<file path="src/rtl/dmem_access_ctrl_pkg.sv">
// rtl/dmem_access_ctrl_pkg.sv - shared types, constants and address helpers for the data-memory initiator
package dmem_access_ctrl_pkg;

  localparam int DMEM_DW    = 32;
  localparam int DMEM_DEPTH = 32;

  typedef enum logic [1:0] {
    IDLE   = 2'd0,
    ACCESS = 2'd1,
    RESP   = 2'd2
  } dmem_state_e;

  function automatic logic [31:0] byte_to_word(input logic [31:0] addr);
    return {2'b00, addr[31:2]};
  endfunction

  // Legal means word aligned and inside the word array.
  function automatic logic addr_legal(input logic [31:0] addr, input int unsigned depth);
    return (addr[1:0] == 2'b00) && (byte_to_word(addr) < depth);
  endfunction

endpackage

</file>
<file path="src/rtl/dmem_access_ctrl_if.sv">
// rtl/dmem_access_ctrl_if.sv - request/response channels and memory strobes of the data-memory initiator
interface dmem_access_ctrl_if
  import dmem_access_ctrl_pkg::*;
#(
  parameter int DW = DMEM_DW
);

  logic          req_valid;
  logic          req_ready;
  logic          req_we;
  logic [31:0]   req_addr;
  logic [DW-1:0] req_wdata;
  logic          rsp_valid;
  logic          rsp_ready;
  logic [DW-1:0] rsp_data;
  logic          rsp_err;
  logic          Ewr;
  logic          Erd;
  logic [31:0]   Addr;
  logic [DW-1:0] RDir;
  logic [DW-1:0] MOut;

  // slave: the controller; master: datapath plus data memory around it
  modport slave (
    input  req_valid, req_we, req_addr, req_wdata, rsp_ready, MOut,
    output req_ready, rsp_valid, rsp_data, rsp_err, Ewr, Erd, Addr, RDir
  );

  modport master (
    output req_valid, req_we, req_addr, req_wdata, rsp_ready, MOut,
    input  req_ready, rsp_valid, rsp_data, rsp_err, Ewr, Erd, Addr, RDir
  );

endinterface

</file>
<file path="src/rtl/dmem_access_ctrl.sv">
// rtl/dmem_access_ctrl.sv - one-at-a-time load/store initiator driving the data memory strobes
module dmem_access_ctrl
  import dmem_access_ctrl_pkg::*;
#(
  parameter int DEPTH    = DMEM_DEPTH,
  parameter int WAIT_CYC = 0,
  parameter int DW       = DMEM_DW
) (
  input  logic            clk,
  input  logic            rst,
  dmem_access_ctrl_if.slave bus
);

  localparam logic [3:0] WAIT_LD = 4'(WAIT_CYC);

  dmem_state_e   state_q, state_d;
  logic [3:0]    cnt_q, cnt_d;
  logic          ewr_q, ewr_d;
  logic          erd_q, erd_d;
  logic [31:0]   addr_q, addr_d;
  logic [DW-1:0] rdir_q, rdir_d;
  logic          rsp_valid_q, rsp_valid_d;
  logic [DW-1:0] rsp_data_q, rsp_data_d;
  logic          rsp_err_q, rsp_err_d;

  always_ff @(posedge clk) begin
    if (rst) begin
      state_q     <= IDLE;
      cnt_q       <= '0;
      ewr_q       <= 1'b0;
      erd_q       <= 1'b0;
      addr_q      <= '0;
      rdir_q      <= '0;
      rsp_valid_q <= 1'b0;
      rsp_data_q  <= '0;
      rsp_err_q   <= 1'b0;
    end else begin
      state_q     <= state_d;
      cnt_q       <= cnt_d;
      ewr_q       <= ewr_d;
      erd_q       <= erd_d;
      addr_q      <= addr_d;
      rdir_q      <= rdir_d;
      rsp_valid_q <= rsp_valid_d;
      rsp_data_q  <= rsp_data_d;
      rsp_err_q   <= rsp_err_d;
    end
  end

  always_comb begin
    state_d     = state_q;
    cnt_d       = cnt_q;
    ewr_d       = ewr_q;
    erd_d       = erd_q;
    addr_d      = addr_q;
    rdir_d      = rdir_q;
    rsp_valid_d = rsp_valid_q;
    rsp_data_d  = rsp_data_q;
    rsp_err_d   = rsp_err_q;

    case (state_q)
      IDLE: begin
        if (bus.req_valid) begin
          if (!addr_legal(bus.req_addr, DEPTH)) begin
            // Bad address: answer straight away without touching the memory.
            state_d     = RESP;
            rsp_valid_d = 1'b1;
            rsp_err_d   = 1'b1;
            rsp_data_d  = '0;
          end else begin
            state_d = ACCESS;
            addr_d  = byte_to_word(bus.req_addr);
            rdir_d  = bus.req_we ? bus.req_wdata : '0;
            ewr_d   = bus.req_we;
            erd_d   = !bus.req_we;
            cnt_d   = WAIT_LD;
          end
        end
      end
      ACCESS: begin
        if (cnt_q != 4'd0) begin
          cnt_d = cnt_q - 4'd1;
        end else begin
          ewr_d       = 1'b0;
          erd_d       = 1'b0;
          rdir_d      = '0;
          rsp_data_d  = erd_q ? bus.MOut : '0;
          rsp_err_d   = 1'b0;
          rsp_valid_d = 1'b1;
          state_d     = RESP;
        end
      end
      RESP: begin
        rdir_d = '0;
        if (bus.rsp_ready) begin
          rsp_valid_d = 1'b0;
          state_d     = IDLE;
        end
      end
      default: state_d = IDLE;
    endcase
  end

  assign bus.req_ready = (state_q == IDLE) && !rst;
  assign bus.rsp_valid = rsp_valid_q;
  assign bus.rsp_data  = rsp_data_q;
  assign bus.rsp_err   = rsp_err_q;
  assign bus.Ewr       = ewr_q;
  assign bus.Erd       = erd_q;
  assign bus.Addr      = addr_q;
  assign bus.RDir      = rdir_q;

endmodule

</file>
<file path="src/flat_wrapper.sv">
// flat-port wrapper written by rule: the top's interface ports become plain ports
module dmem_access_ctrl_flat import dmem_access_ctrl_pkg::*;
#(
  parameter int DEPTH    = DMEM_DEPTH,
  parameter int WAIT_CYC = 0,
  parameter int DW       = DMEM_DW
)
  (clk, rst, bus_req_valid, bus_req_we, bus_req_addr, bus_req_wdata, bus_rsp_ready, bus_MOut, bus_req_ready, bus_rsp_valid, bus_rsp_data, bus_rsp_err, bus_Ewr, bus_Erd, bus_Addr, bus_RDir);
  dmem_access_ctrl_if #(.DW(DW)) bus_i ();
  input  logic clk;
  input  logic rst;
  input wire logic [$bits(bus_i.req_valid)-1:0] bus_req_valid;
  input wire logic [$bits(bus_i.req_we)-1:0] bus_req_we;
  input wire logic [$bits(bus_i.req_addr)-1:0] bus_req_addr;
  input wire logic [$bits(bus_i.req_wdata)-1:0] bus_req_wdata;
  input wire logic [$bits(bus_i.rsp_ready)-1:0] bus_rsp_ready;
  input wire logic [$bits(bus_i.MOut)-1:0] bus_MOut;
  output wire logic [$bits(bus_i.req_ready)-1:0] bus_req_ready;
  output wire logic [$bits(bus_i.rsp_valid)-1:0] bus_rsp_valid;
  output wire logic [$bits(bus_i.rsp_data)-1:0] bus_rsp_data;
  output wire logic [$bits(bus_i.rsp_err)-1:0] bus_rsp_err;
  output wire logic [$bits(bus_i.Ewr)-1:0] bus_Ewr;
  output wire logic [$bits(bus_i.Erd)-1:0] bus_Erd;
  output wire logic [$bits(bus_i.Addr)-1:0] bus_Addr;
  output wire logic [$bits(bus_i.RDir)-1:0] bus_RDir;
  assign bus_i.req_valid = bus_req_valid;
  assign bus_i.req_we = bus_req_we;
  assign bus_i.req_addr = bus_req_addr;
  assign bus_i.req_wdata = bus_req_wdata;
  assign bus_i.rsp_ready = bus_rsp_ready;
  assign bus_i.MOut = bus_MOut;
  assign bus_req_ready = bus_i.req_ready;
  assign bus_rsp_valid = bus_i.rsp_valid;
  assign bus_rsp_data = bus_i.rsp_data;
  assign bus_rsp_err = bus_i.rsp_err;
  assign bus_Ewr = bus_i.Ewr;
  assign bus_Erd = bus_i.Erd;
  assign bus_Addr = bus_i.Addr;
  assign bus_RDir = bus_i.RDir;
  dmem_access_ctrl #(.DEPTH(DEPTH), .WAIT_CYC(WAIT_CYC), .DW(DW)) u_core (.clk(clk), .rst(rst), .bus(bus_i));
endmodule
</file>
<file path="config.mk">
export PLATFORM = sky130hd
export DESIGN_NAME = dmem_access_ctrl_flat
export DESIGN_NICKNAME = d
export VERILOG_FILES = /design/src/rtl/dmem_access_ctrl_pkg.sv /design/src/rtl/dmem_access_ctrl_if.sv /design/src/rtl/dmem_access_ctrl.sv /design/src/flat_wrapper.sv
export SDC_FILE = /design/constraint.sdc
export NUM_CORES = 1
export LEC_CHECK = 0
export CORE_MARGIN = 3
export CORE_UTILIZATION = 44
export CTS_BUF_LIST = sky130_fd_sc_hd__clkbuf_8
export CTS_CLUSTER_DIAMETER = 200
export DETAILED_ROUTE_END_ITERATION = 6
export PLACE_DENSITY = 0.95
export SLEW_MARGIN = 25
export SYNTH_ARGS = -nofsm -noshare
export SYNTH_HDL_FRONTEND = slang
export SYNTH_SLANG_ARGS = --single-unit
</file>
<file path="constraint.sdc">
create_clock -name clk -period 4.5 [get_ports clk]
set_clock_uncertainty 0.1 [all_clocks]
set_input_delay 0.675 -clock clk [delete_from_list [all_inputs] [get_ports clk]]
set_output_delay 0.675 -clock clk [all_outputs]
set_load 0.01 [all_outputs]
</file>
==> After elaboration in Yosys (flattened, before gate mapping) <==
Index checks and enable logic that the tools add are counted.
{ "totals": {"register_bits": 104, "latch_bits": 0, "mem_bits_rw": 0, "rom_bits": 0, "in_bits": 101, "output_inout_bits": 101, "elab_cells": 67, "n_memories": 0} }
{ "op_classes": {"add_sub_neg": 1, "multipliers": 0, "n_div": 0, "order_cmp": 1, "n_eq_ne": 8, "shift": 0, "mux": 32, "bitwise": 0, "reduce_logical": 16} }
{ "op_table": {"columns": ["cell", "n"], "rows": [
  ["$mux 32", 8],
  ["$pmux 32 s3", 1],
  ["$pmux 32 s2", 1],
  ["$lt 30x6->1 const B", 1],
  ["$reduce_and 4->1", 4],
  ["$mux 4", 3],
  ["$mux 1", 9],
  ["$mux 2", 4],
  ["$ne 2x2->1 const B", 4],
  ["$pmux 4 s2", 1],
  ["$pmux 1 s2", 3],
  ["$pmux 2 s3", 1],
  ["$reduce_and 3->1", 2],
  ["$reduce_and 5->1", 1],
  ["$logic_not 2->1", 2],
  ["$ne 2x1->1 const B", 2],
  ["$reduce_bool 4->1", 1],
  ["$sub 4x1->4 const B", 1],
  ["$pmux 1 s3", 1],
  ["$reduce_bool 3->1", 1],
  ["$eq 2x1->1 const B", 1],
  ["$eq 2x2->1 const B", 1],
  ["$logic_and 1x1->1", 2],
  ["$logic_not 1->1", 2],
  ["$reduce_bool 2->1", 1]
]} }

==> Longest topological paths before layout <==
{ "logic_depth": {"ltp_word": 5, "mapped_depth": 10, "depth_no_buf": 7} }

==> Least setup slack after synthesis <==
OpenSTA, ideal clock, no wires.
{ "synth_path": {"path_type": "input -> register", "start": "input port bus_req_addr[22]", "end": "register u_core.addr_q[10], in the netlist u_core.bus.Addr[10]", "setup_ns": 0.113, "arrival_ns": 1.973, "t_required_ns": 4.287, "slack_ns": 2.314, "stages": 6, "n_path_buf": 1, "path_cell_list": "nor4_2 nand4_2 nor3_4 nor2_4 buf_6 and2_4"} }
{ "synth_via": {"elab_chain_cells": 3} }
{ "synth_rtl": {"columns": ["item", "line", "text"], "rows": [
  ["from (decl)", "flat_wrapper.sv:14", "input wire logic [$bits(bus_i.req_addr)-1:0] bus_req_addr;"],
  ["$lt 30x6->1", "dmem_access_ctrl_pkg.sv:19", "return (addr[1:0] == 2'b00) && (byte_to_word(addr) < depth);"],
  ["$logic_and 1x1->1", "dmem_access_ctrl_pkg.sv:19", null],
  ["$reduce_and 3->1 (no source line)", null, null],
  ["to (signal assigned)", "dmem_access_ctrl.sv:42", "addr_q <= addr_d;"],
  ["to (decl)", "dmem_access_ctrl.sv:20", "logic [31:0] addr_q, addr_d;"]
]} }
Every way passes these cells.
A chain may end at the register's enable or synchronous reset.

==> Worst setup path after layout <==
{ "layout_path": {"start": "register u_core.state_q[0]", "end": "output port bus_req_ready"} }
{ "layout_via": {"elab_chain_cells": 2} }
{ "layout_rtl": {"columns": ["item", "line", "text"], "rows": [
  ["from (decl)", "dmem_access_ctrl.sv:16", "dmem_state_e state_q, state_d;"],
  ["from (signal assigned)", "dmem_access_ctrl.sv:38", "state_q <= state_d;"],
  ["$logic_not 2->1", "dmem_access_ctrl.sv:104", "assign bus.req_ready = (state_q == IDLE) && !rst;"],
  ["$logic_and 1x1->1", "dmem_access_ctrl.sv:104", null],
  ["to (decl)", "flat_wrapper.sv:18", "output wire logic [$bits(bus_i.req_ready)-1:0] bus_req_ready;"]
]} }
Every way passes these cells.

==> impl_metrics.env <==
export IMPL_fin_nets=669
export IMPL_die_width_um=101
export IMPL_synth_edf_count=0
export IMPL_final_cells=673
export IMPL_drtAntennaViolNets=0
export IMPL_netlist_area_leader_share_pct=52.9
export IMPL_setup_violations=0
export IMPL_maxSlewHeadroom_pct=57.2
export IMPL_grt_pass1_vias=3504
export IMPL_fillerInstances=596
export IMPL_rsz0062_at_grt="false"
export IMPL_fin_crit_sh_pct=63.6
export IMPL_tritoncts="built"
export IMPL_die_y_um=101
export IMPL_rows=33
export IMPL_wl_per_cell_um=16.2
export IMPL_cts_sinks=104
export IMPL_tightest_slew_ns=0.642
export IMPL_cp_arrival_ns=2.09
export IMPL_outcome="finished clean"
export IMPL_place_congestion=0.798
export IMPL_ys_types=46
export IMPL_core_sq_um=8460
export IMPL_fmax_mhz=349
export IMPL_layout_drive_gt1_share_pct=10.6
export IMPL_p_leak_nw=2.22
export IMPL_crit_path_max_fanout=13
export IMPL_dr_total_vias=3468
export IMPL_clockBufferDepth=2
export IMPL_syn_inst=379
export IMPL_ir_worst_vdd_v=0.000205
export IMPL_cts_resized=0
export IMPL_avgSynthCellArea_sq_um=10.4
export IMPL_synth_seq_cells=104
export IMPL_fin_crit_ns=2.86
export IMPL_required_ns=3.72
export IMPL_dpl_worst_slack_ns=1.14
export IMPL_antenna_cells=0
export IMPL_drc=0
export IMPL_yosys_area_top_type="dfxtp_1"
export IMPL_async_flop_share_pct=0
export IMPL_syn_to_final_growth_pct=55.3
export IMPL_cts_setup_buffers=0
export IMPL_grt_pass1_wl_um=17300
export IMPL_start_util_pct=46.5
export IMPL_track_usage_pct=21.4
export IMPL_place_hpwl_um=8300
export IMPL_cts_hold_buf=0
export IMPL_dr_pass1_iters=4
export IMPL_placed_cell_area_sq_um=5860
export IMPL_drt_vias_per_instance=5.15
export IMPL_seq_area_frac_synth_pct=52.9
export IMPL_cts_root_buf="clkbuf_8"
export IMPL_max_cap_violations=0
export IMPL_fin_ws_ns=1.64
export IMPL_path_clk_slew_ns=0.11
export IMPL_netlist_area_sq_um=3930
export IMPL_clkLatencyLatePin_ns=0.35
export IMPL_synth_area_leaders="dfxtp_1 (53%), a22o_1 (7.1%), and2_4 (4.5%), nand3_1 (4.2%), nand2_1 (3.5%)"
export IMPL_gr_total_overflow=0
export IMPL_min_path_type="reg2reg"
export IMPL_drt_total_wl_um=10900
export IMPL_portBuffers=199
export IMPL_timing_final_hold_violations=0
export IMPL_grt_max_degree=65
export IMPL_antenna_found_initial=0
export IMPL_htreeDepth=3
export IMPL_cts_buffers=9
export IMPL_timing_max_transition_violations_final=0
export IMPL_power_total_w=0.00179
export IMPL_p_per_area_nw_per_um2=294
export IMPL_ys_flop_type="dfxtp_1"
export IMPL_finalSetupTns_ns=0
export IMPL_ys_warnings_count=0
export IMPL_drtIter0Drc=106
export IMPL_crit_path_start_kind="register"
export IMPL_end_kind="output pin"
export IMPL_dp_cells=657
export IMPL_die_area_sq_um=10100
export IMPL_pin_count=202
export IMPL_stdcell_area_sq_um=6110
export IMPL_critical_path_class="reg2out"
-- cell usage after synthesis (4+ instances only) --
library cell	count
a21oi_1	6
a22o_1	32
and2_1	5
and2_4	20
and3_1	4
buf_2	4
buf_6	12
clkbuf_1	7
dfxtp_1	104
ha_1	5
inv_1	7
mux2i_1	6
nand2_1	37
nand3_1	33
nor2_1	11
nor4_4	5
o21ai_0	24
o21ai_1	16
-- worst max-delay path, cell delays in order (launching register included) --
cell             delay, ns
dfxtp_1               0.35
inv_1                 0.08
ha_1                  0.47
nor2b_1               0.26
clkdlybuf4s50_1       0.58
-- area by class of cell --
class	count	area (sq um)	share of cell area [%]
sequential	104	2080	34.1
timing repair buffer	201	2010	32.9
multi-input combinational	238	1620	26.5
tap	105	131	2.15
clock buffer	9	124	2.03
clock inverter	7	110	1.80
inverter	9	33.8	0.553
-- kinds of logic (layout without fill, tap and decap cells) --
kind of cell	Yosys count	in the layout	synth area share (%)
multiplexers	6	6	1.53
AND/OR/NAND/NOR	135	135	21.9
other	1	2	0.0954
flip-flops	104	104	52.9
buffers and inverters	38	226	6.33
AO/OA/AOI/OAI	90	90	15.6
adder cells (fa/ha/maj)	5	5	1.59
-- stage by stage --
step	hold slack, ns	utilization, %
CTS	0.357	72.0
detailed placement	0.343	69.3
global placement	0.334	69.3
finish	0.358	72.2
floorplan	0.363	-
global route	0.378	72.2
-- path summary, 6_finish.rpt --
| path | startpoint | end | slack [ns] | depth (start not counted) |
|---|---|---|---|---|
| setup / recovery | u_core.state_q[0] | bus_req_ready | 1.64 | 4 |
| setup reg to reg | u_core.state_q[0] | u_core.bus.RDir[28] | 2.04 | 6 |
| hold reg to reg | u_core.bus.rsp_data[14] | u_core.bus.rsp_data[14] | 0.36 | 2 |
| hold / removal | u_core.bus.rsp_data[14] | u_core.bus.rsp_data[14] | 0.36 | 2 |
-- layer usage --
metal	vias to the layer above	track usage (%)	routed length, um
li1	1692	-	-
met5	-	0	0
met2	119	39.9	5990
met3	17	4.50	548
met4	0	7.25	207
met1	1640	24.1	4190
-- power by group --
part           switching, W  total (W)  internal (W)
registers        0.00000406   0.000929      0.000925
clock network      0.000340   0.000667      0.000327
logic             0.0000916   0.000198      0.000106
-- registers in the layout, indices dropped and copies added (netlist names) --
name,count
u_core.state_q,2
u_core.bus.rsp_data,32
u_core.cnt_q,4
u_core.bus.Erd,1
u_core.bus.rsp_valid,1
u_core.bus.RDir,32
u_core.bus.Addr,30
u_core.bus.Ewr,1
u_core.bus.rsp_err,1
-- cells in the final DEF, fill, tap and decap left out, types with 3 or more instances in the layout --
| master | n |
|---|---|
| a21oi_1 | 5 |
| a22o_1 | 32 |
| and2_1 | 5 |
| and2_4 | 20 |
| clkbuf_8 | 9 |
| clkdlybuf4s50_1 | 199 |
| dfxtp_1 | 104 |
| ha_1 | 5 |
| inv_1 | 7 |
| inv_8 | 3 |
| mux2i_1 | 6 |
| nand2_1 | 37 |
| nand3_1 | 33 |
| nor2_1 | 11 |
| nor2b_1 | 3 |
| nor3_1 | 3 |
| nor4_4 | 5 |
| o21ai_0 | 24 |
| o21ai_1 | 16 |
| or4_1 | 3 |
(Power assumes the default switching activity.)
